===== src/rtl/foc_sequencer.sv =====
`timescale 1ns/1ps
`default_nettype none
// ============================================================================
//  Module   : foc_sequencer
//  Purpose  : Per-PWM-period sequencer for the FOC datapath. On the rising
//             carrier crossing of PEAK it runs current sampling, Clark/Park,
//             PI control and inverse Park/SVPWM in order. It then issues a
//             shadow-load pulse and updates gate enable. It also runs the
//             stage watchdogs, overrun accounting and fault latching.
//  Ports    : clk, rst_n (sync, active-low)
//             carrier      - signed PWM carrier (same as SVPWM input)
//             enable       - loop enable level
//             *_done       - stage completion pulses (adc/xform/ctrl/mod)
//             fault_clr    - fault clear pulse
//             *_start      - one-cycle stage start pulses
//             load         - one-cycle shadow-register load pulse
//             gate_en      - gate output enable
//             busy         - loop in progress (not IDLE, not FAULT)
//             fault        - sticky watchdog fault
//             fault_stage  - stage code captured at timeout
//             loop_cnt     - completed loops (wraps)
//             overrun_cnt  - dropped triggers (saturates at 255)
//  Revision : 1.0 - initial release
// ============================================================================
module foc_sequencer #(
    parameter logic signed [15:0] PEAK    = 16'sh7FF0,
    parameter int                 TIMEOUT = 64
) (
    input  logic               clk,
    input  logic               rst_n,
    input  logic signed [15:0] carrier,
    input  logic               enable,
    input  logic               adc_done,
    input  logic               xform_done,
    input  logic               ctrl_done,
    input  logic               mod_done,
    input  logic               fault_clr,
    output logic               adc_start,
    output logic               xform_start,
    output logic               ctrl_start,
    output logic               mod_start,
    output logic               load,
    output logic               gate_en,
    output logic               busy,
    output logic               fault,
    output logic [2:0]         fault_stage,
    output logic [15:0]        loop_cnt,
    output logic [7:0]         overrun_cnt
);

    localparam int                c_wd_w   = $clog2(TIMEOUT + 1);
    localparam logic [c_wd_w-1:0] c_wd_max = c_wd_w'(TIMEOUT);

    // State codes double as the stage codes reported on fault_stage.
    typedef enum logic [2:0] {
        ST_IDLE   = 3'd0,
        ST_ADC    = 3'd1,
        ST_XFORM  = 3'd2,
        ST_CTRL   = 3'd3,
        ST_MOD    = 3'd4,
        ST_COMMIT = 3'd5,
        ST_FAULT  = 3'd7
    } state_t;

    state_t              state_q, state_d;
    logic signed [15:0]  carrier_q, carrier_d;
    logic [3:0]          start_q, start_d;      // [0]=adc .. [3]=mod
    logic                load_q, load_d;
    logic                gate_en_q, gate_en_d;
    logic                busy_q, busy_d;
    logic                fault_q, fault_d;
    logic [2:0]          fault_stage_q, fault_stage_d;
    logic [15:0]         loop_cnt_q, loop_cnt_d;
    logic [7:0]          overrun_cnt_q, overrun_cnt_d;
    logic [c_wd_w-1:0]   wd_q, wd_d;

    logic w_trigger;
    logic w_stage_done;
    logic w_done_ok;
    logic w_timeout;

    // Rising crossing of PEAK, signed on both sides.
    assign w_trigger = (carrier_q < PEAK) && (carrier >= PEAK);

    always_comb begin
        w_stage_done = 1'b0;
        case (state_q)
            ST_ADC:   w_stage_done = adc_done;
            ST_XFORM: w_stage_done = xform_done;
            ST_CTRL:  w_stage_done = ctrl_done;
            ST_MOD:   w_stage_done = mod_done;
            default:  w_stage_done = 1'b0;
        endcase
    end

    // The watchdog count is zero only in the start cycle, so a done that
    // coincides with the start pulse is dropped here.
    assign w_done_ok = w_stage_done && (wd_q != '0);
    assign w_timeout = (wd_q == c_wd_max);

    always_comb begin
        state_d       = state_q;
        carrier_d     = carrier;
        load_d        = 1'b0;
        gate_en_d     = gate_en_q;
        fault_d       = fault_q;
        fault_stage_d = fault_stage_q;
        loop_cnt_d    = loop_cnt_q;
        overrun_cnt_d = overrun_cnt_q;
        wd_d          = '0;

        // busy_q is low in FAULT, so triggers there are never counted.
        if (w_trigger && enable && busy_q && (overrun_cnt_q != 8'hFF)) begin
            overrun_cnt_d = overrun_cnt_q + 8'd1;
        end

        if (state_q == ST_FAULT) begin
            if (fault_clr) begin
                state_d = ST_IDLE;
                fault_d = 1'b0;
            end
        end else if (!enable) begin
            state_d   = ST_IDLE;
            gate_en_d = 1'b0;
        end else begin
            case (state_q)
                ST_IDLE: begin
                    if (w_trigger) begin
                        state_d = ST_ADC;
                    end
                end
                ST_ADC, ST_XFORM, ST_CTRL, ST_MOD: begin
                    wd_d = wd_q + 1'b1;
                    // Done is checked before the timeout so that a done
                    // arriving on the final count still advances the loop.
                    if (w_done_ok) begin
                        wd_d = '0;
                        case (state_q)
                            ST_ADC:   state_d = ST_XFORM;
                            ST_XFORM: state_d = ST_CTRL;
                            ST_CTRL:  state_d = ST_MOD;
                            default: begin
                                state_d    = ST_COMMIT;
                                load_d     = 1'b1;
                                loop_cnt_d = loop_cnt_q + 16'd1;
                                gate_en_d  = 1'b1;
                            end
                        endcase
                    end else if (w_timeout) begin
                        state_d       = ST_FAULT;
                        fault_d       = 1'b1;
                        fault_stage_d = state_q;
                        gate_en_d     = 1'b0;
                    end
                end
                ST_COMMIT: state_d = ST_IDLE;
                default:   state_d = ST_IDLE;
            endcase
        end

        // A stage is only ever entered from a different state, so a start
        // pulse is simply "next state is this stage and differs from now".
        start_d[0] = (state_d == ST_ADC)   && (state_q != ST_ADC);
        start_d[1] = (state_d == ST_XFORM) && (state_q != ST_XFORM);
        start_d[2] = (state_d == ST_CTRL)  && (state_q != ST_CTRL);
        start_d[3] = (state_d == ST_MOD)   && (state_q != ST_MOD);

        busy_d = (state_d != ST_IDLE) && (state_d != ST_FAULT);
    end

    always_ff @(posedge clk) begin
        if (!rst_n) begin
            state_q       <= ST_IDLE;
            carrier_q     <= 16'sh7FFF;
            start_q       <= '0;
            load_q        <= 1'b0;
            gate_en_q     <= 1'b0;
            busy_q        <= 1'b0;
            fault_q       <= 1'b0;
            fault_stage_q <= '0;
            loop_cnt_q    <= '0;
            overrun_cnt_q <= '0;
            wd_q          <= '0;
        end else begin
            state_q       <= state_d;
            carrier_q     <= carrier_d;
            start_q       <= start_d;
            load_q        <= load_d;
            gate_en_q     <= gate_en_d;
            busy_q        <= busy_d;
            fault_q       <= fault_d;
            fault_stage_q <= fault_stage_d;
            loop_cnt_q    <= loop_cnt_d;
            overrun_cnt_q <= overrun_cnt_d;
            wd_q          <= wd_d;
        end
    end

    assign adc_start   = start_q[0];
    assign xform_start = start_q[1];
    assign ctrl_start  = start_q[2];
    assign mod_start   = start_q[3];
    assign load        = load_q;
    assign gate_en     = gate_en_q;
    assign busy        = busy_q;
    assign fault       = fault_q;
    assign fault_stage = fault_stage_q;
    assign loop_cnt    = loop_cnt_q;
    assign overrun_cnt = overrun_cnt_q;

endmodule
`default_nettype wire

===== config.mk =====
export PLATFORM = sky130hd
export DESIGN_NAME = foc_sequencer
export DESIGN_NICKNAME = d
export VERILOG_FILES = /design/src/rtl/foc_sequencer.sv
export SDC_FILE = /design/constraint.sdc
export NUM_CORES = 1
export LEC_CHECK = 0
export CORE_AREA = 2 2 77 79
export DETAILED_ROUTE_END_ITERATION = 6
export DIE_AREA = 0 0 79 81
export PLACE_DENSITY = 0.89
export SLEW_MARGIN = 20
export SYNTH_ARGS = -nofsm -noshare
export SYNTH_HDL_FRONTEND = slang
export SYNTH_SLANG_ARGS = --single-unit

===== constraint.sdc =====
create_clock -name clk -period 2.3 [get_ports clk]
set_clock_uncertainty 0.2 [all_clocks]
set_input_delay 0.23 -clock clk [delete_from_list [all_inputs] [get_ports clk]]
set_output_delay 0.23 -clock clk [all_outputs]
set_load 0.005 [all_outputs]

==> results.md, run 1 <==
- Total wire length: 5.98 mm
- Initial DRT Pass Iterations: 4
- TritonCTS clock tree: yes
- CTS buffer count: 9
- Clock transition at path regs: roughly 0.07 ns
- Clock root buffer: clkbuf_8
- Worst path cell trace: inv_1 > ha_1 > nor4b_4 > and2_1 > nand3_1 > and2b_1 > mux2i_1 > nor2b_1
- Area share of the largest cell type after synthesis: 0.424
- Max-cap viol count: 0
- Max Clock Freq: approximately 460 MHz
- DRC: 0
- Cts hold-fix bufs: 0
- Fin. max-slew vios: 0
- Initial antenna violation count: 0
- Synthesis Warnings: 0
- Crit start category: register
- Starting Density: 0.475
- Dpl hpwl: roughly 4.2 mm
- # fillers: between 400 and 500
- Synth area leaders: dfxtp_1 (42%), and2_1 (4.6%), xnor2_1 (3.9%)
- Clock sinks: between 50 and 60
- Setup CP Type: register to register
- Layout area overhead: 35.3%
- Mapped Cells: between 200 and 300
- Final hold violations: 0
- Total die area: approximately 6400 um2
- Met3 usage: 0.0633
- Maximum clock path buffer count: 2
- Vias per cell: 5.27
- Die height: slightly above 80 um
- CTS H-tree lvls: 3
- Syn_area_per_cell: approximately 9.4 um2
- Grt ovf: 0
- Seq/Total Area, Yosys: 0.424
- Tcrit/Tclk final: 0.939
- Placed cell area: between 3000 and 4000 um2
- Slew @ Worst Pin: approximately 0.4 ns
- Ant diodes: 0
- Status: complete, no violations
- Global-route wire length before repair: ~9.9 mm
- Fin nets: approximately 390
- Number of flops mapped to enable cells by yosys: 0
- Lkg Pwr: 1.40 nW
- FP Rows: 28
- Buffers on Ports: 54
- Netlist cell types: 57
- Worst setup EP type: register
- CP bufs+invs: 1
- Placer Congestion: 0.901
- Wire per inst: 13.6 um
- Multi-input logic area: roughly 1500 um2
- Die width: a little under 80 um
- Mapped Area: approximately 2700 um2
- Pwr dens: ~540 nW/um2
- Worst EP required: 2.33 ns
- Grt met1 use: 0.239
- Post-route ant nets: 0
- Post-synth top area cell: dfxtp_1
- Boundary pin count: between 50 and 60
- Largest net degree at the start of global routing: 34
- Signal arrival time at the worst endpoint: 2.19 ns
- Via Count: roughly 2300
- Total core area: 5680 um2
- Layout cell share with drive strength beyond 1: 0.153
- Crit path max fanout: 5
- Most frequent cells in the layout: clkdlybuf4s50_1 (54), dfxtp_1 (53), and2_1 (20), buf_4 (20), nand2_1 (15)
- M2 GR Usage: 0.325
- Tmin final: about 2.2 ns
- Tot GR Track Use: 0.198
- Commonest non-fill, non-tap cell in the layout: clkdlybuf4s50_1
- Design area: roughly 3600 um2
- Reg area: around 1100 um2
- Synth Net Count: between 300 and 400
- Worst path slowest cell: and2b_1
- Dominant synthesized flop cell: dfxtp_1
- Hold Path Class: register to register
- Critical path's top delay family: simple AND/OR/NAND/NOR gates
- Setup violations, final: 0
- 1st-iter DRT viols: 150
- Top Usage Layer GRT: met2
- Max stage delay on crit path: roughly 0.34 ns
- Worst vdd ir: between 400 and 500 uV
- Vias in the first global route: about 2200
- Total power: 0.00199 W
- Relative slew slack: 0.736
- Synth Register Bits: 57
- Final core occ: 0.642
- Post-synthesis async set-or-reset flop share: 0
- Worst skew pair latency: around 0.34 ns
-- state kept, by name, indices dropped and copies added (netlist names) --
register and count:
overrun_cnt 8, carrier_q 12, fault_stage 3, wd_q 7
loop_cnt 16, state_q 3, busy 1, start_q 4
load 1, gate_en 1, fault 1
-- repair_timing --
| action | 4_1_cts | 5_1_grt |
|---|---|---|
| buffers inserted | 0 | 3 |
| resized for setup | 0 | 7 |
| setup endpoints to repair | 0 | 13 |
-- cell usage after synthesis (7+ instances only) --
cell type	number
dfxtp_1	57
and2_1	20
nand2_1	15
nand2b_1	13
nand4_1	13
and3_1	12
nor2_1	12
xnor2_1	12
xor2_1	11
nor2b_1	10
inv_1	9
nand3_1	9
clkbuf_1	7
o21ai_0	7
-- power breakdown --
group / switching [W] / leakage, nW / total [W] / internal, W
sequential: 0.00000318 / 0.465 / 0.00100 / 0.000998
combinational: 0.0000308 / 0.844 / 0.0000769 / 0.0000461
clock: 0.000412 / 0.0912 / 0.000908 / 0.000497
-- metrics by stage --
stage,setup TNS [ns],hold WS [ns],setup slack [ns],cells
after floorplan,0,0.131,0.259,287
after global placement,-0.826,0.238,-0.184,421
after detailed placement,-0.918,0.253,-0.200,421
after CTS,0,0.266,0.0361,437
after global routing,-0.0212,0.241,-0.0133,440
final,0,0.228,0.140,440
-- path summary, 6_finish.rpt --
path / slack (ns) / depth (start not counted) / start / to
setup / recovery: 0.14 / 8 / wd_q[0]$_SDFF_PP0_ / fault_stage[2]$_SDFFE_PN0P_
hold / removal: 0.23 / 1 / wd_q[0]$_SDFF_PP0_ / wd_q[0]$_SDFF_PP0_
hold reg to reg: 0.23 / 1 / wd_q[0]$_SDFF_PP0_ / wd_q[0]$_SDFF_PP0_
setup reg to reg: 0.14 / 8 / wd_q[0]$_SDFF_PP0_ / fault_stage[2]$_SDFFE_PN0P_
-- metal layers --
layer  vias to the layer above  share of wire
met5                         -              0
met4                         0          0.015
met3                         7          0.048
met2                        61           0.49
met1                      1098           0.45
li1                       1154              -
-- cell families after synthesis --
group | after synthesis | share of synthesized area
compound gates | 34 | 0.0920
xor+xnor | 23 | 0.0748
fa+ha+maj | 5 | 0.0223
buf+inv | 21 | 0.0316
flops | 57 | 0.424
mux | 6 | 0.0223
simple gates | 141 | 0.333
-- final cells by class --
type,instances,share of cell area
flip-flops and latches,57,0.314
multi-input cells,209,0.407
clock inverters,7,0.0196
well taps,75,0.0257
repair buffers,74,0.189
inverters,9,0.00927
clock buffers,9,0.0340
Note: power is estimated with default switching activity, not from simulation.
==> inputs of run 2 (changes only) <==
Settings changed: CORE_AREA 2 2 77 79 to 2 2 69 88, CTS_CLUSTER_SIZE from default to 20, DIE_AREA 0 0 79 81 to 0 0 71 90.
==> run 2 against run 1 <==
Final cell count decreased by 2.5%. Combinational power about the same. Sequential share of layout area is essentially flat. Sequential power hardly changed. Global-route usage fell by 0.48 points. Critical path type unchanged. First-iteration DRC count is 30% lower.
==> results.md, run 2 (synthesized netlist as in run 1, its figures left out) <==
- Worst skew pair latency: ~0.33 ns
- Hold slack: 0.280 ns
- Design area: between 3000 and 4000 um2
- CTS H-tree lvls: 3
- Final setup TNS: 0 ns
- Grt ovf: 0
- Global-route wire length before repair: between 9 and 10 mm
- Starting Density: 0.479
- Final hold violations: 0
- Worst setup EP type: register
- Setup violations, final: 0
- Relative slew slack: 0.729
- Dpl hpwl: around 4.2 mm
- CP bufs+invs: 2
- Fin. max-slew vios: 0
- Max-cap viol count: 0
- Clock transition at path regs: 0.06 ns
- DRC: 0
- Max Clock Freq: 449 MHz
- Initial antenna violation count: 0
- Largest net degree at the start of global routing: 24
- Clock sinks: 57
- Signal arrival time at the worst endpoint: about 2.3 ns
- Die width: around 71 um
- Via Count: between 2000 and 2500
- Layout area overhead: 35.2%
- Pwr dens: approximately 560 nW/um2
- Clock root buffer: clkbuf_8
- 1st-iter DRT viols: roughly 110
- Ant diodes: 0
- Crit start category: register
- Slew @ Worst Pin: a little over 0.4 ns
- Fin nets: just under 400
- Hold Path Class: register to register
- Maximum clock path buffer count: 2
- Layout cell share with drive strength beyond 1: 0.152
- Tmin final: ~2.2 ns
- Placer Congestion: roughly 0.9
- Buffers on Ports: between 50 and 60
- Tcrit/Tclk final: 0.969
- Vias in the first global route: approximately 2300
- Worst path slowest cell: or3_1
- Total wire length: around 6.0 mm
- Boundary pin count: between 50 and 60
- Die height: 90 um
- Placed cell area: 3390 um2
- Vias per cell: 5.35
- CTS buffer count: 9
- Status: complete, no violations
- Worst path cell trace: buf_4 > or3_1 > nor4_2 > a221oi_2 > and4b_2 > nand2_1 > inv_1 > and3_1
- Initial DRT Pass Iterations: 4
- Max reg flops: 16
- Total die area: 6390 um2
- Max stage delay on crit path: ~0.38 ns
- Post-route ant nets: 0
- TritonCTS clock tree: yes
- Critical path's top delay family: simple AND/OR/NAND/NOR gates
- FP Rows: 31
- Layout Cells excl Fill: 429
- Worst EP required: roughly 2.3 ns
- Wire per inst: roughly 14 um
- Most frequent cells in the layout: dfxtp_1 (54), clkdlybuf4s50_1 (54), and2_1 (19)
- Total core area: roughly 5600 um2
- Lkg Pwr: approximately 1.4 nW
- Dpl cells: 411
- Tot GR Track Use: 0.194
- Worst vdd ir: about 440 uV
- Crit path max fanout: 12
- Setup CP Type: register to register
## run 2: cell count changes in the layout (fill, tap and decap cells not counted), moves of 2 or more
cell / previous run / this run
buf_4: 20 / 18
clkinvlp_4: 3 / 0
clkbuf_8: 9 / 12
clkbuf_1: 0 / 2
## run 2: final timing paths
| check | start | to | slack (ns) | cells past startpoint |
|---|---|---|---|---|
| max | state_q[1]$_SDFF_PN0_ | start_q[0]$_SDFF_PN0_ | 0.07 | 8 |
| min reg2reg | wd_q[0]$_SDFF_PP0_ | wd_q[0]$_SDFF_PP0_ | 0.28 | 1 |
| max reg2reg | state_q[1]$_SDFF_PN0_ | start_q[0]$_SDFF_PN0_ | 0.07 | 8 |
| min | wd_q[0]$_SDFF_PP0_ | wd_q[0]$_SDFF_PP0_ | 0.28 | 1 |
## run 2: layout make-up
cell class,instances,area [um2]
Clock buffer,14,173
Clock inverter,2,35.0
Fill cell,439,1980
Timing Repair Buffer,72,676
Inverter,9,33.8
Sequential cell,57,1140
Multi-Input combinational cell,209,1500
Tap cell,66,82.6
## run 2: where the power goes
part           total [W]  switching [W]  internal (W)
logic          0.0000766      0.0000308     0.0000459
registers        0.00100     0.00000344      0.000999
clock network   0.000959       0.000371      0.000588
## run 2: stage by stage
step / power [W] / utilization / setup WS (ns)
2_1_floorplan: 0.00105 / - / 0.259
3_3_place_gp: 0.00110 / 0.602 / -0.188
3_5_place_dp: 0.00110 / 0.602 / -0.235
4_1_cts: 0.00206 / 0.639 / 0.0568
5_1_grt: 0.00211 / 0.648 / -0.0240
6_report: 0.00204 / 0.648 / 0.0713
## run 2: timing repair
| action | CTS | global route |
|---|---|---|
| hold buffers | 0 | 0 |
| setup buffers | 0 | 2 |
| gates resized for setup | 0 | 11 |
| setup endpoints to repair | 0 | 13 |
## run 2: layer usage
layer,global-route usage,vias to the layer above,part of all wire
met5,0,-,0
met4,0.0802,0,0.014
met3,0.0684,9,0.054
met2,0.323,56,0.50
met1,0.222,1082,0.43
li1,-,1150,-
==> inputs of run 3 (changes only) <==
Settings changed: SETUP_SLACK_MARGIN from default to 0.5.
==> run 3 against run 2 <==
Cell area increased by 18%. Worst hold slack got worse by 0.27 ns. Register-to-register slack improved by 0.08 ns. Clock power is 20% lower. Non-clock buffer count rose by 34. Global-route usage is 3.1 points higher.
==> results.md, run 3 (synthesized netlist as in run 1, its figures left out) <==
- Grt ovf: 0
- Commonest non-fill, non-tap cell in the layout: dfxtp_1
- Total core area: around 5600 um2
- Placer Congestion: roughly 0.86
- Slack of the worst reg-to-reg path: ~0.16 ns
- Max reg flops: 16
- Final hold violations: 0
- Crit start category: register
- R2R cell count: 9
- Tot GR Track Use: 0.225
- WHS Endpoint: carrier_q[10]$_SDFF_PN1_
- Total die area: 6390 um2
- Layout area overhead: 58.9%
- Max stage delay on crit path: about 0.32 ns
- 1st-iter DRT viols: ~150
- Worst EP required: about 2.3 ns
- Max Clock Freq: between 400 and 500 MHz
- Worst vdd ir: about 360 uV
- Critical R2R Launch: wd_q[0]$_SDFF_PP0_
- Fraction of power consumed by sequential logic: 0.539
- Critical path's top delay family: simple AND/OR/NAND/NOR gates
- Buffers on Ports: 54
- Relative slew slack: 0.663
- DRC: 0
- CTS H-tree lvls: 3
- Fin. max-slew vios: 0
- Clock power share: 0.414
- Comb power frac: 0.047
- WHS Path Cells: 2
- Clock sinks: 57
- Final setup TNS: 0 ns
- Post-route ant nets: 0
- Most frequent cells in the layout: dfxtp_1 (44), clkdlybuf4s50_1 (41), buf_4 (28)
- Die width: between 70 and 80 um
- Sw Share: 0.231
- CP bufs+invs: 2
- Critical R2R Capture: loop_cnt[7]$_SDFFE_PN0P_
- Starting Density: 0.479
- Worst setup EP type: register
- Vias per cell: around 5.8
- Boundary pin count: 59
- Clock transition at path regs: about 0.06 ns
- Total power: roughly 0.0018 W
- Crit path max fanout: 7
- Status: complete, no violations
- Setup ws final: roughly 0.16 ns
- Vias in the first global route: around 2600
- Initial antenna violation count: 0
- Internal: 0.00142 W
- Fin nets: 420
- Worst skew pair latency: around 0.33 ns
- Pwr dens: approximately 430 nW/um2
- CTS buffer count: 9
- TritonCTS clock tree: yes
- Via Count: 2667
- Slew @ Worst Pin: roughly 0.50 ns
- Largest net degree at the start of global routing: 32
- Tcrit/Tclk final: 0.932
- Setup CP Type: register to register
- Total wire length: about 8.5 mm
- Signal arrival time at the worst endpoint: approximately 2.2 ns
- RSZ-0062 raised after global routing: true
- Pre-CTS setup slack: -0.184 ns
- Layout cell share with drive strength beyond 1: 0.360
- Ant diodes: 0
- Lkg Pwr: ~1.7 nW
- Worst path cell trace: inv_2 > ha_4 > nor4b_4 > buf_6 > nand2_8 > and3_4 > and4_1 > xor2_1 > and2_1
- Worst path slowest cell: dfxtp_2
- Min-delay src: carrier[10]
- Hold Path Class: primary input to register
- Tmin final: 2.14 ns
- Dpl hpwl: 4.39 mm
- Global-route wire length before repair: 11.6 mm
- Initial DRT Pass Iterations: 5
- FP Rows: 31
- Switching pwr: about 0.00043 W
- Wire per inst: 18.4 um
- Setup violations, final: 0
- Hold slack: slightly below 0.005 ns
- Max-cap viol count: 0
- Maximum clock path buffer count: 2
- Die height: about 90 um
- Clock root buffer: clkbuf_8
[run 3: cell type report]
type	instances	area, um2
Multi-Input combinational cell	209	1830
Fill cell	333	1340
Sequential cell	57	1170
Timing Repair Buffer	106	1010
Clock buffer	12	135
Tap cell	66	82.6
Inverter	9	33.8
Clock inverter	4	20.0
[run 3: power groups by stage]
| stage | clock [W] | sequential [W] | combinational (W) |
|---|---|---|---|
| floorplan | 0 | 0.00102 | 0.0000278 |
| global placement | 0 | 0.00102 | 0.0000730 |
| detailed placement | 0 | 0.00102 | 0.0000747 |
| CTS | 0.000769 | 0.000994 | 0.0000717 |
| global route | 0.000808 | 0.000995 | 0.0000908 |
| finish | 0.000764 | 0.000995 | 0.0000859 |
[run 3: timing repair]
action | in CTS | in global routing
pin swaps | 24 | 38
endpoints found under the setup margin | 45 | 45
gates resized for setup | 59 | 60
gates cloned | 0 | 1
hold endpoints to repair | 0 | 6
setup buffers | 16 | 14
hold buffers | 0 | 6
[run 3: metrics by stage]
step                      utilization  instances  instance area, um2
after floorplan                     -        287                2780
after detailed placement        0.615        410                3460
after global placement          0.615        410                3460
final                           0.761        463                4280
after CTS                       0.693        442                3900
after global routing            0.761        463                4280
[run 3: how the worst max path moves through the flow]
| stage | from | to | slack (ns) | cells past startpoint |
|---|---|---|---|---|
| after CTS | wd_q[1]$_SDFF_PP0_ | start_q[0]$_SDFF_PN0_ | 0.25 | 10 |
| final | wd_q[0]$_SDFF_PP0_ | loop_cnt[7]$_SDFFE_PN0P_ | 0.16 | 9 |
| after global placement | carrier[4] | start_q[2]$_SDFF_PN0_ | -0.18 | 7 |
| after detailed placement | carrier[11] | start_q[2]$_SDFF_PN0_ | -0.18 | 7 |
| after floorplan | wd_q[1]$_SDFF_PP0_ | loop_cnt[7]$_SDFFE_PN0P_ | 0.29 | 9 |
| after global routing | wd_q[0]$_SDFF_PP0_ | loop_cnt[7]$_SDFFE_PN0P_ | 0.07 | 9 |
[run 3: metal layers]
| metal | part of all wire | vias to the layer above | track usage |
|---|---|---|---|
| li1 | - | 1217 | - |
| met1 | 0.38 | 1341 | 0.240 |
| met2 | 0.54 | 85 | 0.409 |
| met3 | 0.046 | 24 | 0.0561 |
| met4 | 0.032 | 0 | 0.101 |
| met5 | 0 | - | 0 |
